--- src/rtl/cla_pkg.sv ---
// Shared definitions for the nibble-serial carry look-ahead blocks:
// slice width and the sequencer state encoding.
package cla_pkg;

    localparam int NIBBLE_W = 4;

    typedef enum logic [1:0] {
        IDLE = 2'd0,
        RUN  = 2'd1,
        DONE = 2'd2
    } seqState_e;

endpackage

--- src/rtl/struct_4bit_carry_look_ahead_adder.sv ---
// Combinational 4-bit carry look-ahead slice: all carries are formed
// directly from generate/propagate terms, with no ripple between bits.
module struct_4bit_carry_look_ahead_adder (
    input  logic [3:0] A,
    input  logic [3:0] B,
    input  logic       Cin,
    output logic [3:0] Sum,
    output logic       Cout
);

    logic [3:0] g;
    logic [3:0] p;
    logic [4:0] c;

    assign g    = A & B;
    assign p    = A ^ B;
    assign c[0] = Cin;

    // Each carry is a flattened sum of products over the lower bit positions.
    assign c[1] = g[0] | (p[0] & c[0]);
    assign c[2] = g[1] | (p[1] & g[0]) | (p[1] & p[0] & c[0]);
    assign c[3] = g[2] | (p[2] & g[1]) | (p[2] & p[1] & g[0])
                | (p[2] & p[1] & p[0] & c[0]);
    assign c[4] = g[3] | (p[3] & g[2]) | (p[3] & p[2] & g[1])
                | (p[3] & p[2] & p[1] & g[0])
                | (p[3] & p[2] & p[1] & p[0] & c[0]);

    assign Sum  = p ^ c[3:0];
    assign Cout = c[4];

endmodule

--- src/rtl/cla_word_sequencer.sv ---
// Word-width adder built from one 4-bit CLA slice reused once per nibble,
// LSB nibble first, with the carry chained through a register.
module cla_word_sequencer
    import cla_pkg::*;
#(
    parameter int WIDTH = 16
) (
    input  logic             clk_i,
    input  logic             rst_ni,
    input  logic             in_valid_i,
    output logic             in_ready_o,
    input  logic [WIDTH-1:0] a_i,
    input  logic [WIDTH-1:0] b_i,
    input  logic             cin_i,
    output logic             out_valid_o,
    input  logic             out_ready_i,
    output logic [WIDTH-1:0] sum_o,
    output logic             cout_o,
    output logic             ovf_o
);

    localparam int NIBBLES = WIDTH / NIBBLE_W;
    localparam int CNT_W   = $clog2(NIBBLES);
    localparam logic [CNT_W-1:0] LAST_NIB = CNT_W'(NIBBLES - 1);

    seqState_e state_q, state_d;

    logic [WIDTH-1:0] aSh_q, aSh_d;
    logic [WIDTH-1:0] bSh_q, bSh_d;
    logic [WIDTH-1:0] sum_q, sum_d;
    logic [CNT_W-1:0] nibCnt_q, nibCnt_d;
    logic             carry_q, carry_d;
    logic             cout_q, cout_d;
    logic             ovf_q, ovf_d;

    logic [NIBBLE_W-1:0] sliceSum;
    logic                sliceCout;
    logic                lastNib;
    logic                mSbCarryIn;

    assign lastNib = (nibCnt_q == LAST_NIB);

    struct_4bit_carry_look_ahead_adder u_slice (
        .A    (aSh_q[NIBBLE_W-1:0]),
        .B    (bSh_q[NIBBLE_W-1:0]),
        .Cin  (carry_q),
        .Sum  (sliceSum),
        .Cout (sliceCout)
    );

    // Carry into the word MSB recovered from the top bit's own sum: s = a ^ b ^ cin.
    assign mSbCarryIn = aSh_q[NIBBLE_W-1] ^ bSh_q[NIBBLE_W-1] ^ sliceSum[NIBBLE_W-1];

    always_ff @(posedge clk_i or negedge rst_ni) begin
        if (!rst_ni) begin
            state_q <= IDLE;
        end else begin
            state_q <= state_d;
        end
    end

    always_comb begin
        state_d = state_q;
        case (state_q)
            IDLE:    if (in_valid_i)  state_d = RUN;
            RUN:     if (lastNib)     state_d = DONE;
            DONE:    if (out_ready_i) state_d = IDLE;
            default: state_d = IDLE;
        endcase
    end

    // Handshake outputs depend on the state register alone.
    always_comb begin
        in_ready_o  = 1'b0;
        out_valid_o = 1'b0;
        case (state_q)
            IDLE:    in_ready_o  = 1'b1;
            DONE:    out_valid_o = 1'b1;
            default: ;
        endcase
    end

    always_comb begin
        aSh_d    = aSh_q;
        bSh_d    = bSh_q;
        sum_d    = sum_q;
        nibCnt_d = nibCnt_q;
        carry_d  = carry_q;
        cout_d   = cout_q;
        ovf_d    = ovf_q;
        case (state_q)
            IDLE: begin
                if (in_valid_i) begin
                    aSh_d    = a_i;
                    bSh_d    = b_i;
                    carry_d  = cin_i;
                    sum_d    = '0;
                    nibCnt_d = '0;
                    cout_d   = 1'b0;
                    ovf_d    = 1'b0;
                end
            end
            RUN: begin
                aSh_d   = aSh_q >> NIBBLE_W;
                bSh_d   = bSh_q >> NIBBLE_W;
                sum_d   = {sliceSum, sum_q[WIDTH-1:NIBBLE_W]};
                carry_d = sliceCout;
                if (lastNib) begin
                    cout_d = sliceCout;
                    ovf_d  = mSbCarryIn ^ sliceCout;
                end else begin
                    nibCnt_d = nibCnt_q + 1'b1;
                end
            end
            default: ;
        endcase
    end

    always_ff @(posedge clk_i or negedge rst_ni) begin
        if (!rst_ni) begin
            aSh_q    <= '0;
            bSh_q    <= '0;
            sum_q    <= '0;
            nibCnt_q <= '0;
            carry_q  <= 1'b0;
            cout_q   <= 1'b0;
            ovf_q    <= 1'b0;
        end else begin
            aSh_q    <= aSh_d;
            bSh_q    <= bSh_d;
            sum_q    <= sum_d;
            nibCnt_q <= nibCnt_d;
            carry_q  <= carry_d;
            cout_q   <= cout_d;
            ovf_q    <= ovf_d;
        end
    end

    assign sum_o  = sum_q;
    assign cout_o = cout_q;
    assign ovf_o  = ovf_q;

endmodule

--- config.mk ---
export PLATFORM = sky130hd
export DESIGN_NAME = cla_word_sequencer
export DESIGN_NICKNAME = d
export VERILOG_FILES = /design/src/rtl/cla_pkg.sv /design/src/rtl/struct_4bit_carry_look_ahead_adder.sv /design/src/rtl/cla_word_sequencer.sv
export SDC_FILE = /design/constraint.sdc
export NUM_CORES = 1
export LEC_CHECK = 0
export ABC_AREA = 0
export CAP_MARGIN = 0
export CORE_ASPECT_RATIO = 1.1
export CORE_UTILIZATION = 55
export DETAILED_ROUTE_END_ITERATION = 8
export PLACE_DENSITY = 0.95
export SYNTH_ARGS = -nofsm -noshare
export SYNTH_HDL_FRONTEND = slang
export SYNTH_SLANG_ARGS = --single-unit
--- constraint.sdc ---
create_clock -name clk_i -period 3.9 [get_ports clk_i]
set_input_delay 0.78 -clock clk_i [delete_from_list [all_inputs] [get_ports clk_i]]
set_output_delay 0.78 -clock clk_i [all_outputs]
set_load 0.05 [all_outputs]
==> summary.txt <==
kind of end point of the critical path -> primary output
kind of cell with the highest combined delay on the critical path -> buffers and inverters
cell with the largest stage delay on the worst path -> sky130_fd_sc_hd__clkdlybuf4s50_1
Die Span X -> 68.99 um
Iter 0 DRT Violations -> 133
Port Buffer Count -> 56
Area growth syn-to-layout -> 23.18%
switching power total -> 1.230 mW
commonest cells after routing, fill and taps aside -> sky130_fd_sc_hd__dfrtp_1, sky130_fd_sc_hd__clkdlybuf4s50_1, sky130_fd_sc_hd__a21oi_1, sky130_fd_sc_hd__nor2b_1, sky130_fd_sc_hd__o21ai_0
area share of and/or/nand/nor cells after synthesis -> 11.94%
startpoint types -> flip-flop
dpl hpwl -> 4001 um
# DRC -> 0
insertion delay of the later-clocked pin in the worst-skew pair -> 0.32 ns
net count after synthesis -> 311
post-CTS sizing -> 0
crit-path max FO -> 15
number of buffers inserted for hold repair after clock tree synthesis -> 0
DR vias/cell -> 5.960
final antenna-violating net count -> 0
register share of total power -> 37.2%
largest net degree at the start of global routing -> 37
final global-route overflow total -> 0
fillcell total -> 349
count of standard-cell rows -> 26
clock slew at the register clock pins of the worst setup and hold paths -> 0.10 ns
max-cap violations -> 0
starting density of the core -> 57.96%
sum of negative setup slack -> 0 ns
Clock Path Buffers -> 2
Compound-Gate Fraction of Synth Area -> 27.65%
Clock Skews -> 0.01080 ns
path type of the worst setup path -> reg2out
H-tree depth -> 2
pre-CTS setup slack -> 1.390 ns
worst path arrival time -> 1.94 ns
RSZ-0062 raised after global routing -> false
final hold violation count -> 0
Worst Slack Setup Final -> 1.181 ns
clock share of power -> 11.8%
largest family of logic cells by synthesized area -> compound AO/OA/AOI/OAI gates
average cell area after synthesis -> 10.13 um2
core box area -> 4684 um2
design internal power -> 1.500 mW
Final min period -> 2.719 ns
mux share of post-synthesis cell area -> 0.7834%
number of buffers added by the clock tree synthesis step -> 5
CP required -> 3.12 ns
adder-cell share of the synthesized area -> 3.041%
global-route wire length before repair -> 9977 um
DRT Pass-1 Iters -> 5
count of boundary I/O pins -> 57
number of antenna cells inserted -> 0
Netlist Area Pre-Place -> 2715 um2
Tightest Hold Check Type -> in2async
result of the run -> finished clean
total vias in the final route -> 2217
number of distinct library cells after synthesis -> 33
top achievable clock speed -> 367.8 MHz
number of buffers inserted by post-CTS setup repair -> 0
switching share of power -> 45.07%
share of the clock period used by the worst path -> 69.71%
Post-Synthesis Cells -> 268
final weighted congestion of routability-driven global placement -> 0.7929
clock tree root buffer cell -> sky130_fd_sc_hd__clkbuf_8
fraction of final layout cells with drive strength greater than 1 -> 6.329%
Pwr per Cell Area -> 816.3 nW/um2
area share of xor/xnor cells in the synthesized design -> 0.6452%
number of register bits inferred by synthesis -> 55
tightest slew margin relative to the limit -> 34.72%
number of warnings issued by yosys -> 0
Net count, final -> 359
CTS tree -> done
VDD IR-drop max -> 559.0 uV
wirelength, routed -> 5996 um
Finish-stage setup viols -> 0
CTS sink count -> 55
pins over their slew limit -> 0
Worst Tran Pin Value -> 0.9792 ns
Core Util, Final -> 71.39%
antenna violations before repair -> 0
proportion of synthesized chip area in sequential cells -> 50.69%
routed wirelength normalized by instance count -> 16.12 um
total buffers and inverters traversed by the critical path -> 2
Die Y-Extent -> 75.69 um
peak per-stage delay on the critical path -> 0.79 ns
die outline area -> 5222 um2
via count of the first global-routing pass -> 2105
Combinational Power Share -> 51.0%
Static Leakage -> 1.423 nW
ordered cell list for the critical path -> nand2b_1, inv_1, clkdlybuf4s50_1
overall fraction of global-route tracks in use -> 26.52%
==> through the flow <==
step           total power, mW  instances  hold WS [ns]  area, um2
3_3_place_gp             2.347        365        0.4834       3257
5_1_grt                  2.923        372        0.4437       3344
3_5_place_dp             2.411        365        0.4850       3257
4_1_cts                  2.733        372        0.4321       3344
2_1_floorplan            2.043        268        0.4676       2715
6_report                 2.730        372        0.4190       3344
==> worst paths after layout <==
check | startpoint | endpoint | slack (ns) | depth (start not counted)
min in group clk_i | sum_o[1] | sum_o[1] | 0.51 | 1
worst min register to register | sum_o[1] | sum_o[1] | 0.51 | 1
worst max-delay path | state_q[0] | out_valid_o | 1.18 | 3
worst max register to register | state_q[0] | cout_o | 1.59 | 6
worst min-delay path | rst_ni | aSh_q[1] | 0.42 | 1
max in group asynchronous | rst_ni | sum_o[11] | 2.66 | 2
==> Yosys cell counts <==
library cell	count	area share, %
sky130_fd_sc_hd__a211oi_1	1	0.28
sky130_fd_sc_hd__a211oi_2	1	0.46
sky130_fd_sc_hd__a21boi_0	1	0.28
sky130_fd_sc_hd__a21o_1	2	0.55
sky130_fd_sc_hd__a21oi_1	33	6.1
sky130_fd_sc_hd__a221oi_2	1	0.55
sky130_fd_sc_hd__a22o_1	13	4.2
sky130_fd_sc_hd__a22oi_1	22	6.1
sky130_fd_sc_hd__and2b_1	1	0.28
sky130_fd_sc_hd__and3b_1	2	0.65
sky130_fd_sc_hd__buf_1	2	0.28
sky130_fd_sc_hd__buf_2	6	1.1
sky130_fd_sc_hd__buf_4	5	1.4
sky130_fd_sc_hd__buf_6	3	1.2
sky130_fd_sc_hd__clkbuf_1	4	0.55
sky130_fd_sc_hd__dfrtp_1	55	51
sky130_fd_sc_hd__fa_1	1	0.74
sky130_fd_sc_hd__ha_1	5	2.3
sky130_fd_sc_hd__inv_1	5	0.69
sky130_fd_sc_hd__mux2_2	1	0.41
sky130_fd_sc_hd__mux2i_1	1	0.37
sky130_fd_sc_hd__nand2_1	14	1.9
sky130_fd_sc_hd__nand2_2	1	0.23
sky130_fd_sc_hd__nand2b_1	5	1.2
sky130_fd_sc_hd__nor2_1	4	0.55
sky130_fd_sc_hd__nor2b_1	31	7.1
sky130_fd_sc_hd__o211ai_1	1	0.28
sky130_fd_sc_hd__o21ai_0	29	5.3
sky130_fd_sc_hd__o21ai_1	13	2.4
sky130_fd_sc_hd__o21bai_2	2	0.83
sky130_fd_sc_hd__o22a_1	1	0.32
sky130_fd_sc_hd__xnor2_1	1	0.32
sky130_fd_sc_hd__xor2_1	1	0.32
==> worst reg2reg max path, stage by stage, from the launching register on <==
cell                       delay, ns
sky130_fd_sc_hd__dfrtp_1        0.62
sky130_fd_sc_hd__buf_4          0.38
sky130_fd_sc_hd__nor2b_2        0.47
sky130_fd_sc_hd__buf_4          0.40
sky130_fd_sc_hd__nand2_2        0.14
sky130_fd_sc_hd__o211ai_1       0.10
sky130_fd_sc_hd__o21ai_1        0.08
==> registers in the layout (all words and copies together) (netlist names) <==
signal    flops
ovf_o         1
bSh_q        16
cout_o        1
state_q       2
sum_o        16
carry_q       1
nibCnt_q      2
aSh_q        16
==> area by class of cell <==
class                   count  area, um2  area share [%]
clock buffers               6      82.58           2.469
clock inverters             1      5.005          0.1496
inverters                   5      18.77          0.5612
multi-input cells         188       1199           35.84
flip-flops and latches     55       1376           41.15
well taps                  56      70.07           2.095
repair buffers             61      593.1           17.73
==> routing by layer <==
metal | wire, um | global-route usage, %
met3 | 288 | 5.389
met2 | 2877 | 41.64
met5 | 0 | 0
met4 | 139 | 11.11
met1 | 2690 | 35.83
==> power groups by stage <==
stage | logic (mW) | registers, mW | clock network, mW
after global routing | 1.52 | 1.05 | 0.352
after CTS | 1.39 | 1.02 | 0.328
after global placement | 1.34 | 1.01 | 0
after floorplan | 0.816 | 1.23 | 0
final | 1.39 | 1.02 | 0.321
after detailed placement | 1.39 | 1.02 | 0
==> cells by family (layout without fill, tap and decap cells) <==
family,after synthesis,after routing
AOI/OAI and AO/OA,120,120
and+or+nand+nor,58,58
DFF,55,55
buffers and inverters,25,73
adders and majority gates,6,6
xor gates and xnor gates,2,2
muxes,2,2
No activity file was read; power rests on OpenSTA's default activity.
==> variant 1: new RTL, same settings <==
The parameter `WIDTH` goes from 16 to 8.
--- a/src/rtl/cla_word_sequencer.sv
+++ b/src/rtl/cla_word_sequencer.sv
@@ -4,5 +4,5 @@
     import cla_pkg::*;
 #(
-    parameter int WIDTH = 16
+    parameter int WIDTH = 8
 ) (
     input  logic             clk_i,
Interface: changed (resized a_i, b_i and sum_o); port bits go from 57 to 33. No check against the original RTL was run, so the function may have changed too.
==> variant 1 against the original RTL <==
Sequential cell count is 25 lower. Critical path depth stayed put. Combinational power is 38% lower. Area after synthesis is 44% lower. Cell area is 44% lower. Wire length is 48% lower. Worst setup slack worse by 0.13 ns. Total power is 40% lower. Largest cell class unchanged. Highest routed layer unchanged.
==> variant 1: results <==
clock_network:
  clk_transition_reported_paths_ns: 0.10
  clkLatencyLatePin_ns: 0.34
  ctsResizeCount: 0
  htreeDepth: 2
  cts_buffer_depth: 2
  numCtsBuffers: 5
  root_buffer: "clkbuf_4"
placement:
  place.gp.congestion: 0.804
  dpl_cell_area_mm2: 0.00182
  dp_slack_ns: 1.29
  port_buffers: 32
  dp_hpwl_mm: 2.30
  place_inst: 207
synthesis:
  synthesis.nets: 179
  yosys-top-cells-count: "dfrtp_1, nand2_1, o21ai_0"
  ys_seq_area_frac: 0.491
  ys_warn_count: 0
  yosys-top-cells-area: "dfrtp_1, o21ai_0, mux2i_1, nand2_1, a21oi_1"
  synth_cells: 153
  yosys_most_used_dff: "dfrtp_1"
  yosysUniqueCellTypes: 31
grt:
  antenna_found_initial: 0
  grtUsageTotal: 0.267
  gr-total-overflow: 0
  grt_pass1_wl_mm: 5.62
  grt_pass1_vias: 1248
  grt_max_degree: 31
pwr:
  peakVddDrop_mv: 0.643
  leakagePower_uw: 0.000837
worst_hold_path:
  worstHoldPathCells: 2
  holdPathEnd: "bSh_q[2]"
  min_path_type: "register to register"
  worstHoldStart: "bSh_q[2]"
layout:
  layout-drive-gt1-share: 0.0652
  fin_cells: 215
  fill_cells: 204
critical_path:
  critPathLaunch: "state_q[1]"
  ff2ff_path_depth: 3
  critPathMaxFanout: 18
  rr_endpoint: "carry_q"
  r2r_slack_ns: 2.13
routing:
  first_pass_iters: 4
  via_per_inst: 5.74
  drtIter0Drc: 24
  wl_mm: 3.14
sta:
  setup_slack_ns: 1.06
  setup_viol: 0
  tns_ns: 0
  finClkSkew_ns: 0.0107
  worst_pin_slew_ns: 0.866
  whs_ns: 0.507
run_status:
  outcome: "complete, no violations"
[variant 1: cell count changes in the layout (fill, tap and decap cells not counted), sizes merged, moves of 9 or more]
| cell | unedited run | this run |
|---|---|---|
| a22oi | 22 | 1 |
| nor2b | 31 | 10 |
| a21oi | 33 | 13 |
| o21ai | 42 | 24 |
| dfrtp | 55 | 30 |
| clkdlybuf4s50 | 55 | 32 |
| nand2 | 15 | 24 |
[variant 1: final cells by class]
type                    count  area [µm²]  share of cell area
multi-input cells         108         684               0.364
clock buffers               7        55.1              0.0293
well taps                  31        38.8              0.0206
flip-flops and latches     30         751               0.399
repair buffers             33         328               0.174
inverters                   5        18.8             0.00998
clock inverters             1        5.00             0.00266
[variant 1: cells by family (layout without fill, tap and decap cells)]
kind of cell | count (synthesis) | after routing | share of synthesized area
AO/OA/AOI/OAI | 49 | 49 | 0.197
AND/OR/NAND/NOR | 43 | 43 | 0.134
flip-flops | 30 | 30 | 0.491
buffers and inverters | 15 | 46 | 0.0614
multiplexers | 9 | 9 | 0.0589
adder cells (fa/ha/maj) | 5 | 5 | 0.0458
XOR/XNOR | 2 | 2 | 0.0115
[variant 1: critical path: stages (launching register included)]
cell and delay (ns):
dfrtp_1 0.73, nand2b_1 0.13, inv_1 0.07, clkdlybuf4s50_1 0.79
[variant 1: layer usage]
metal | GRT usage | part of all wire | vias to the layer above
met1 | 0.317 | 0.38 | 598
met2 | 0.418 | 0.54 | 45
met3 | 0.104 | 0.060 | 5
li1 | - | - | 586
met4 | 0.135 | 0.015 | 0
met5 | 0 | 0 | -
[variant 1: where the power goes]
group	switching, µW	internal (µW)
Sequential	138	456
Combinational	504	350
Clock	108	87.2
==> variant 2: new RTL, same flow settings <==
Without the edit above. Register the output `ovf_o` once more, with the module's reset; this adds one clock of latency there. The other outputs are not delayed to match.
--- a/src/rtl/cla_word_sequencer.sv
+++ b/src/rtl/cla_word_sequencer.sv
@@ -139,5 +139,11 @@
     assign sum_o  = sum_q;
     assign cout_o = cout_q;
-    assign ovf_o  = ovf_q;
+    always_ff @(posedge clk_i or negedge rst_ni) begin
+        if (!rst_ni) begin
+            ovf_o <= '0;
+        end else begin
+            ovf_o <= ovf_q;
+        end
+    end
 
 endmodule
Check against the original RTL: not equivalent (a bounded check fails within 10 cycles, from zero or initial values and one cycle with rst_ni low).
==> variant 2 against the original RTL <==
Area after synthesis shrank 4.5%. Cell area down 3.5%. Global-route usage is 2.3 points lower. Wire length fell by 12%. Total power up 1.4%. First-iteration DRC count down 13%. Worst setup slack worse by 0.12 ns. Clock skew decreased by 0.0030 ns. Sequential cell count is 1 higher. Register-to-register slack barely moved.
==> variant 2: results <==
run_status:
  outcome: "complete, no violations"
synthesis:
  synth-adder-area-share: 0.0318
  yosys-top-cells-count: "dfrtp_1, o21ai_1, nand2_1"
  yosys-top-cells-area: "dfrtp_1, a22oi_1, a22o_1, o21ai_1, nand2_1"
  yosysUniqueCellTypes: 37
  synth-compound-area-share: 0.265
  synthArstFlopShare: 1.00
  synth.mux.area_fraction: 0.00772
  synthesis.nets: 276
  ys_seq_area_frac: 0.540
  syn_avg_cell_area_um2: 11.1
  synth_xor_xnor_area_share: 0.00338
  ys_warn_count: 0
  synth_edf_count: 0
routing:
  wire_per_inst_um: 15.6
  via_per_inst: 5.97
  drtIter0Drc: 116
  first_pass_iters: 4
clock_network:
  clk_transition_reported_paths_ns: 0.09
  clkLatencyLatePin_ns: 0.31
  root_buffer: "clkbuf_8"
  postCtsSetupRepairBufs: 0
  ctsResizeCount: 0
  htreeDepth: 2
  numCtsBuffers: 5
  cts_buffer_depth: 2
worst_hold_path:
  min_path_type: "register to register"
critical_path:
  critPathMaxFanout: 27
  cp.arrival_ns: 2.06
placement:
  place_inst: 328
  dp_slack_ns: 1.25
  place.gp.congestion: 0.832
  dp_hpwl_mm: 3.61
  port_buffers: 56
layout:
  n_antenna_cell: 0
  layout.nets: 324
  fin_cells: 336
  layout-drive-gt1-share: 0.0745
pwr:
  sw_frac_of_total: 0.440
  leakagePower_uw: 0.00141
  peakVddDrop_mv: 0.429
sta:
  finClkSkew_ns: 0.00776
  worst_pin_slew_ns: 0.991
grt:
  grtUsageTotal: 0.242
  grt_pass1_vias: 2022
  antenna_found_initial: 0
  grt_pass1_wl_mm: 9.13
  grt_max_degree: 57
-- variant 2: cell types whose count changed after synthesis, moves of 7 or more --
cell / unedited run / this run
a21oi_1: 33 / 6
o21ai_0: 29 / 3
nor2b_1: 31 / 9
o21ai_1: 13 / 29
nand2_1: 14 / 26
a22o_1: 13 / 20
-- variant 2: final timing paths --
check | startpoint | endpoint | slack, ns | cells past startpoint
worst max-delay path | state_q[0] | in_ready_o | 1.06 | 3
worst min-delay path | ovf_q | ovf_o | 0.39 | 0
worst max register to register | state_q[1] | ovf_q | 1.59 | 4
worst min register to register | ovf_q | ovf_o | 0.39 | 0
max in group asynchronous | rst_ni | sum_o[10] | 2.85 | 2
min in group asynchronous | rst_ni | sum_o[3] | 0.59 | 2
-- variant 2: metrics by stage --
step                      power (µW)  instance area [µm²]  utilization
after floorplan                 2060                 2590            -
after global placement          2350                 3120        0.708
after detailed placement        2400                 3120        0.708
after CTS                       2780                 3230        0.732
after global routing            2960                 3230        0.732
final                           2770                 3230        0.732
-- variant 2: power groups by stage --
stage          combinational [µW]  sequential, µW  clock [µW]
2_1_floorplan                 828            1240           0
3_3_place_gp                 1350            1000           0
3_5_place_dp                 1380            1020           0
4_1_cts                      1400            1010         374
5_1_grt                      1520            1040         398
6_report                     1390            1010         368
-- variant 2: final cells by class --
type / instances / area [µm²]
flip-flops and latches: 56 / 1400
clock buffers: 6 / 72.6
well taps: 54 / 67.6
repair buffers: 59 / 578
clock inverters: 2 / 35.0
multi-input cells: 151 / 1040
fillers: 324 / 1180
inverters: 8 / 30.0
-- variant 2: kinds of logic (layout without fill, tap and decap cells) --
group | Yosys count | after routing
compound gates | 96 | 96
flops | 56 | 56
xor+xnor | 1 | 1
mux | 2 | 2
fa+ha+maj | 6 | 6
simple gates | 46 | 46
buf+inv | 26 | 75
-- variant 2: critical path, stage by stage (launching register included) --
cell,delay (ns)
dfrtp_1,0.50
buf_4,0.28
nor2_1,0.15
clkdlybuf4s50_1,0.83
-- variant 2: layer usage --
layer / up-vias / GRT usage / wire length (µm)
met5: - / 0 / 0
met2: 82 / 0.421 / 2770
met3: 6 / 0.0491 / 278
li1: 942 / - / -
met4: 0 / 0.0638 / 53
met1: 975 / 0.305 / 2140
